### config.mk
export PLATFORM = sky130hd
export DESIGN_NAME = tri_setup_ctrl
export DESIGN_NICKNAME = d
export VERILOG_FILES = /design/src/rtl/tri_setup_ctrl.sv
export SDC_FILE = /design/constraint.sdc
export NUM_CORES = 1
export LEC_CHECK = 0
export BUFFER_PORTS_ARGS = -buffer_cell sky130_fd_sc_hd__buf_4
export CORE_AREA = 2 2 177 179
export DETAILED_ROUTE_END_ITERATION = 16
export DIE_AREA = 0 0 179 181
export GPL_TIMING_DRIVEN = 1
export PLACE_DENSITY = 0.71
export SYNTH_ARGS = -nofsm -noshare
export SYNTH_HDL_FRONTEND = slang
export SYNTH_SLANG_ARGS = --single-unit
### constraint.sdc
create_clock -name clk -period 9.6 [get_ports clk]
set_clock_uncertainty 0.15 [all_clocks]
set_input_delay 0.96 -clock clk [delete_from_list [all_inputs] [get_ports clk]]
set_output_delay 0.96 -clock clk [all_outputs]
set_load 0.02 [all_outputs]
### src/rtl/tri_setup_ctrl.sv
// tri_setup_ctrl: sequences triangle edge setup, culls, clips and forwards records to the rasterizer
module tri_setup_ctrl #(
  parameter int SCREEN_W  = 320,
  parameter int SCREEN_H  = 240,
  parameter int CULL_BACK = 0,
  parameter int TIMEOUT   = 8,
  parameter int CNT_W     = 16
) (
  input  logic                    clk,
  input  logic                    rst,
  input  logic                    tri_valid,
  output logic                    tri_ready,
  input  logic [8:0]              v1x_in, v2x_in, v3x_in,
  input  logic [7:0]              v1y_in, v2y_in, v3y_in,
  output logic                    edge_start,
  input  logic                    edge_done,
  output logic [8:0]              ev1x, ev2x, ev3x,
  output logic [7:0]              ev1y, ev2y, ev3y,
  input  logic signed [9:0]       a1, b1, a2, b2, a3, b3,
  input  logic signed [17:0]      c1, c2, c3,
  input  logic [8:0]              bbxi, bbxf,
  input  logic [7:0]              bbyi, bbyf,
  output logic                    rast_valid,
  input  logic                    rast_ready,
  output logic signed [9:0]       ra1, rb1, ra2, rb2, ra3, rb3,
  output logic signed [17:0]      rc1, rc2, rc3,
  output logic [8:0]              rbbxi, rbbxf,
  output logic [7:0]              rbbyi, rbbyf,
  output logic signed [19:0]      area,
  output logic [CNT_W-1:0]        tri_count, cull_count,
  output logic                    err_timeout
);
  typedef enum logic [2:0] {IDLE, LAUNCH, WAIT, SETTLE, EVAL, OUTPUT} state_t;
  localparam int TW = $clog2(TIMEOUT + 1);
  localparam logic [8:0] XM = 9'(SCREEN_W - 1);
  localparam logic [7:0] YM = 8'(SCREEN_H - 1);
  state_t state, nxt;
  logic [TW-1:0] tcnt;
  logic signed [19:0] sum;
  logic cull, timed_out;
  assign sum = {{2{rc1[17]}}, rc1} + {{2{rc2[17]}}, rc2} + {{2{rc3[17]}}, rc3};
  assign cull = sum == '0 || (CULL_BACK != 0 && sum[19]) || rbbxi > XM || rbbyi > YM;
  assign timed_out = !edge_done && tcnt == TW'(TIMEOUT);
  // state register
  always_ff @(posedge clk or posedge rst)
    if (rst) state <= IDLE;
    else state <= nxt;
  // next-state and handshake decode
  always_comb begin
    nxt = state;
    tri_ready = state == IDLE;
    edge_start = state == LAUNCH;
    rast_valid = state == OUTPUT;
    case (state)
      IDLE:    nxt = tri_valid ? LAUNCH : IDLE;
      LAUNCH:  nxt = WAIT;
      WAIT:    nxt = edge_done ? SETTLE : timed_out ? IDLE : WAIT;
      SETTLE:  nxt = EVAL;
      EVAL:    nxt = cull ? IDLE : OUTPUT;
      OUTPUT:  nxt = rast_ready ? IDLE : OUTPUT;
      default: nxt = IDLE;
    endcase
  end
  // vertex hold, coefficient capture, cull/clip and statistics
  always_ff @(posedge clk or posedge rst)
    if (rst) begin
      {ev1x, ev2x, ev3x, ev1y, ev2y, ev3y} <= '0;
      {ra1, rb1, ra2, rb2, ra3, rb3, rc1, rc2, rc3} <= '0;
      {rbbxi, rbbxf, rbbyi, rbbyf, area} <= '0;
      {tri_count, cull_count, err_timeout, tcnt} <= '0;
    end else begin
      if (state == IDLE && tri_valid) begin
        {ev1x, ev2x, ev3x} <= {v1x_in, v2x_in, v3x_in};
        {ev1y, ev2y, ev3y} <= {v1y_in, v2y_in, v3y_in};
      end
      if (state == LAUNCH) tcnt <= '0;
      if (state == WAIT && !edge_done) begin
        if (timed_out) err_timeout <= 1'b1;
        else tcnt <= tcnt + TW'(1);
      end
      if (state == SETTLE) begin
        {ra1, rb1, ra2, rb2, ra3, rb3} <= {a1, b1, a2, b2, a3, b3};
        {rc1, rc2, rc3} <= {c1, c2, c3};
        {rbbxi, rbbxf, rbbyi, rbbyf} <= {bbxi, bbxf, bbyi, bbyf};
      end
      if (state == EVAL) begin
        area <= sum;
        if (cull) begin
          cull_count <= cull_count + CNT_W'(1);
          tri_count <= tri_count + CNT_W'(1);
        end else begin
          rbbxf <= rbbxf > XM ? XM : rbbxf;
          rbbyf <= rbbyf > YM ? YM : rbbyf;
        end
      end
      if (state == OUTPUT && rast_ready) tri_count <= tri_count + CNT_W'(1);
    end
endmodule

==> flow_metrics.tcl <==
set metrics [dict create \
    postLayoutCellArea_um2 16400 \
    slowest_stage "fa_1" \
    clkTransAtPathRegs_ps 60 \
    postPlaceCellArea_um2 15400 \
    crit_arrival_ps 4710 \
    tightest_slew_ps 1230 \
    hold_violations 0 \
    final_util_pct 54.0 \
    final_nets 1841 \
    synth-seq-area-share_pct 56.0 \
    grt_overflow 0 \
    min_path_cells 1 \
    remaining_drc_errors 0 \
    synth_nets 1397 \
    slew_violations 0 \
    die_x_um 179 \
    wire_per_inst_um 17.8 \
    synth_common_cells "476 x nand2_1, 259 x dfrtp_1, 54 x mux2_2" \
    synth_edf_count 0 \
    ctsHoldBuffers 0 \
    syn_avg_cell_area_um2 10.0 \
    fp-row-count 64 \
    synthTopCellsByArea "dfrtp_1 56%, nand2_1 15%, mux2_2 5.3%" \
    cts_resized 0 \
    via_count 9911 \
    place_ws_ps 5270 \
    outcome "complete, no violations" \
    synth.most_common_cell "nand2_1" \
    syn_area_um2 11600 \
    synth_top_area_share_pct 56.0 \
    crit_fanout 9 \
    ir_worst_vdd_mv 0.218 \
    finalSetupTns_ps 0 \
    fin_crit_sh_pct 45.7 \
    leakagePower_nw 8.50 \
    crit_chain "fa_1 > ha_1 > and2_1 > nand3_1 > a21oi_2 > o2111ai_1 > a31o_2 > nor4_1 > a31oi_1 > nor3_2 > and4_1 > xor2_1" \
    via_per_inst 4.92 \
    drt_iter0_markers 662 \
    rsz0062_at_grt "no" \
    htreeDepth 1 \
    io_pins 459 \
    worstHoldEndpoint "err_timeout" \
    period_needed_ps 4390 \
    reg2reg_slack_ps 5210 \
    worstReg2RegStart "rc1[8]" \
    grt_pass1_vias 9947 \
    area_delta_synth_final_pct 41.6 \
    clkSinkCount 259 \
    numCtsBuffers 28 \
    first_pass_iters 7 \
    cts_root_buf "clkbuf_16" \
    grt_max_degree 129 \
    setup_violations 0 \
    portBuffers 458 \
    cp-end-kind "flop" \
    start_util_pct 38.1 \
    powerDensity_nw_per_um2 445 \
    core_area_um2 30300 \
    die_area_um2 32400 \
    post-route-worst-setup-slack_ps 5210 \
    grt_pass1_wl_mm 55.6 \
    min_path_type "flop to flop" \
    clk_latency_ps 550 \
    yosysTopAreaCell "dfrtp_1" \
    finalPower_mw 7.29 \
    synth_cell_type_count 64 \
    clock_path_buffers 3 \
    synth_warnings 0 \
    cts_tree "built" \
    antenna_found_initial 6 \
    grtUsageTotal_pct 21.8 \
    async_flop_share_pct 100 \
    syn-instance-count 1152 \
    required_ps 9920 \
    reg2reg_depth 12 \
    crit_type "flop to flop" \
    drive_above_1_share_pct 36.7 \
    wirelength_mm 36.0 \
    drtAntennaViolNets 0 \
    synthFlopType "dfrtp_1" \
    die_y_um 181 \
    min-delay-start "err_timeout" \
    slew_headroom_pct 17.8 \
    cts_setup_buffers 0 \
    place.gp.congestion 0.883 \
    ys_ff_latch 259 \
    critical-path-max-stage-delay_ps 510 \
    cap_viol_max_count 0 \
    reg2reg_to "cull_count[5]" \
    hpwlAfterDp_mm 26.7 \
    critPathLaunchType "flop" \
    max_freq_mhz 228 \
]
## registers in the layout, indices dropped and copies added (netlist names), 16 cells and up
name and cells:
cull_count 16, area 20, rc2 18, rc3 18, rc1 18, tri_count 16
## per-stage QoR
step / hold slack (ps) / instances
floorplan: 328 / 1152
global placement: 296 / 1962
detailed placement: 305 / 1962
CTS: 322 / 2013
global route: 339 / 2014
finish: 321 / 2015
## per-layer routing
metal  part of all wire (%)  wire [µm]  global-route usage (%)  vias to the layer above
met4                    2.9       1040                    6.80                        8
met5                   0.11         40                       0                        -
li1                       -          -                       -                     4654
met3                    7.7       2780                    5.83                       79
met2                     49      17500                    36.0                      332
met1                     41      14600                    27.9                     4838
## cells in the final DEF (no fill, tap or decap), drive strengths merged, types with 3 or more instances in the layout
cell type,instances
a211o,3
a21o,8
a21oi,21
a31o,5
a31oi,4
and2,10
and3,8
buf,464
bufinv,4
clkbuf,39
clkinv,6
dfrtp,259
fa,19
ha,22
inv,17
mux2,55
mux2i,3
nand2,476
nand3,28
nand4,5
nor2,24
nor2b,5
nor3,17
nor3b,4
nor4,4
o2111ai,3
o211ai,6
o21ai,20
o22a,4
o31ai,4
xnor2,17
xor2,23
## worst max path at each step
stage	from	to	slack (ps)	cells after the start
floorplan	rst	area[0]	1360	1
global placement	rc1[8]	cull_count[5]	5390	12
detailed placement	rc1[1]	cull_count[5]	5270	13
CTS	rc1[1]	cull_count[5]	5260	13
global route	rc1[8]	tri_count[2]	4930	12
finish	rc1[8]	cull_count[5]	5210	12
## cells by family (layout without fill, tap and decap cells)
logic type | Yosys count | after routing | synth area share, %
muxes | 58 | 58 | 5.61
xor gates and xnor gates | 40 | 40 | 3.03
AOI/OAI and AO/OA | 92 | 92 | 5.84
adders and majority gates | 41 | 41 | 5.66
other | 0 | 2 | 0
buffers and inverters | 66 | 531 | 2.22
and+or+nand+nor | 596 | 596 | 21.7
DFF | 259 | 259 | 56.0
## report_power, final
part / switching, mW / leakage [nW] / total [mW] / internal (mW)
logic: 2.47 / 4.82 / 4.18 / 1.71
clock network: 0.451 / 0.496 / 1.16 / 0.711
registers: 0.370 / 3.19 / 1.95 / 1.58
## cell type report
| class | count | area [µm²] |
|---|---|---|
| Clock buffer | 39 | 833 |
| Clock inverter | 12 | 170 |
| Inverter | 16 | 67.6 |
| Multi-Input combinational cell | 827 | 4860 |
| Timing Repair Buffer | 464 | 3480 |
| Antenna cell | 2 | 5.00 |
| Fill cell | 2731 | 14000 |
| Sequential cell | 259 | 6480 |
| Tap cell | 396 | 495 |
## critical path: cells and delay by family (launching register included)
kind | cells | cell delay [ps]
simple gates | 5 | 1580
compound gates | 4 | 1050
fa+ha+maj | 2 | 960
flops | 1 | 420
xor+xnor | 1 | 140
No activity file was read; power rests on OpenSTA's default activity.
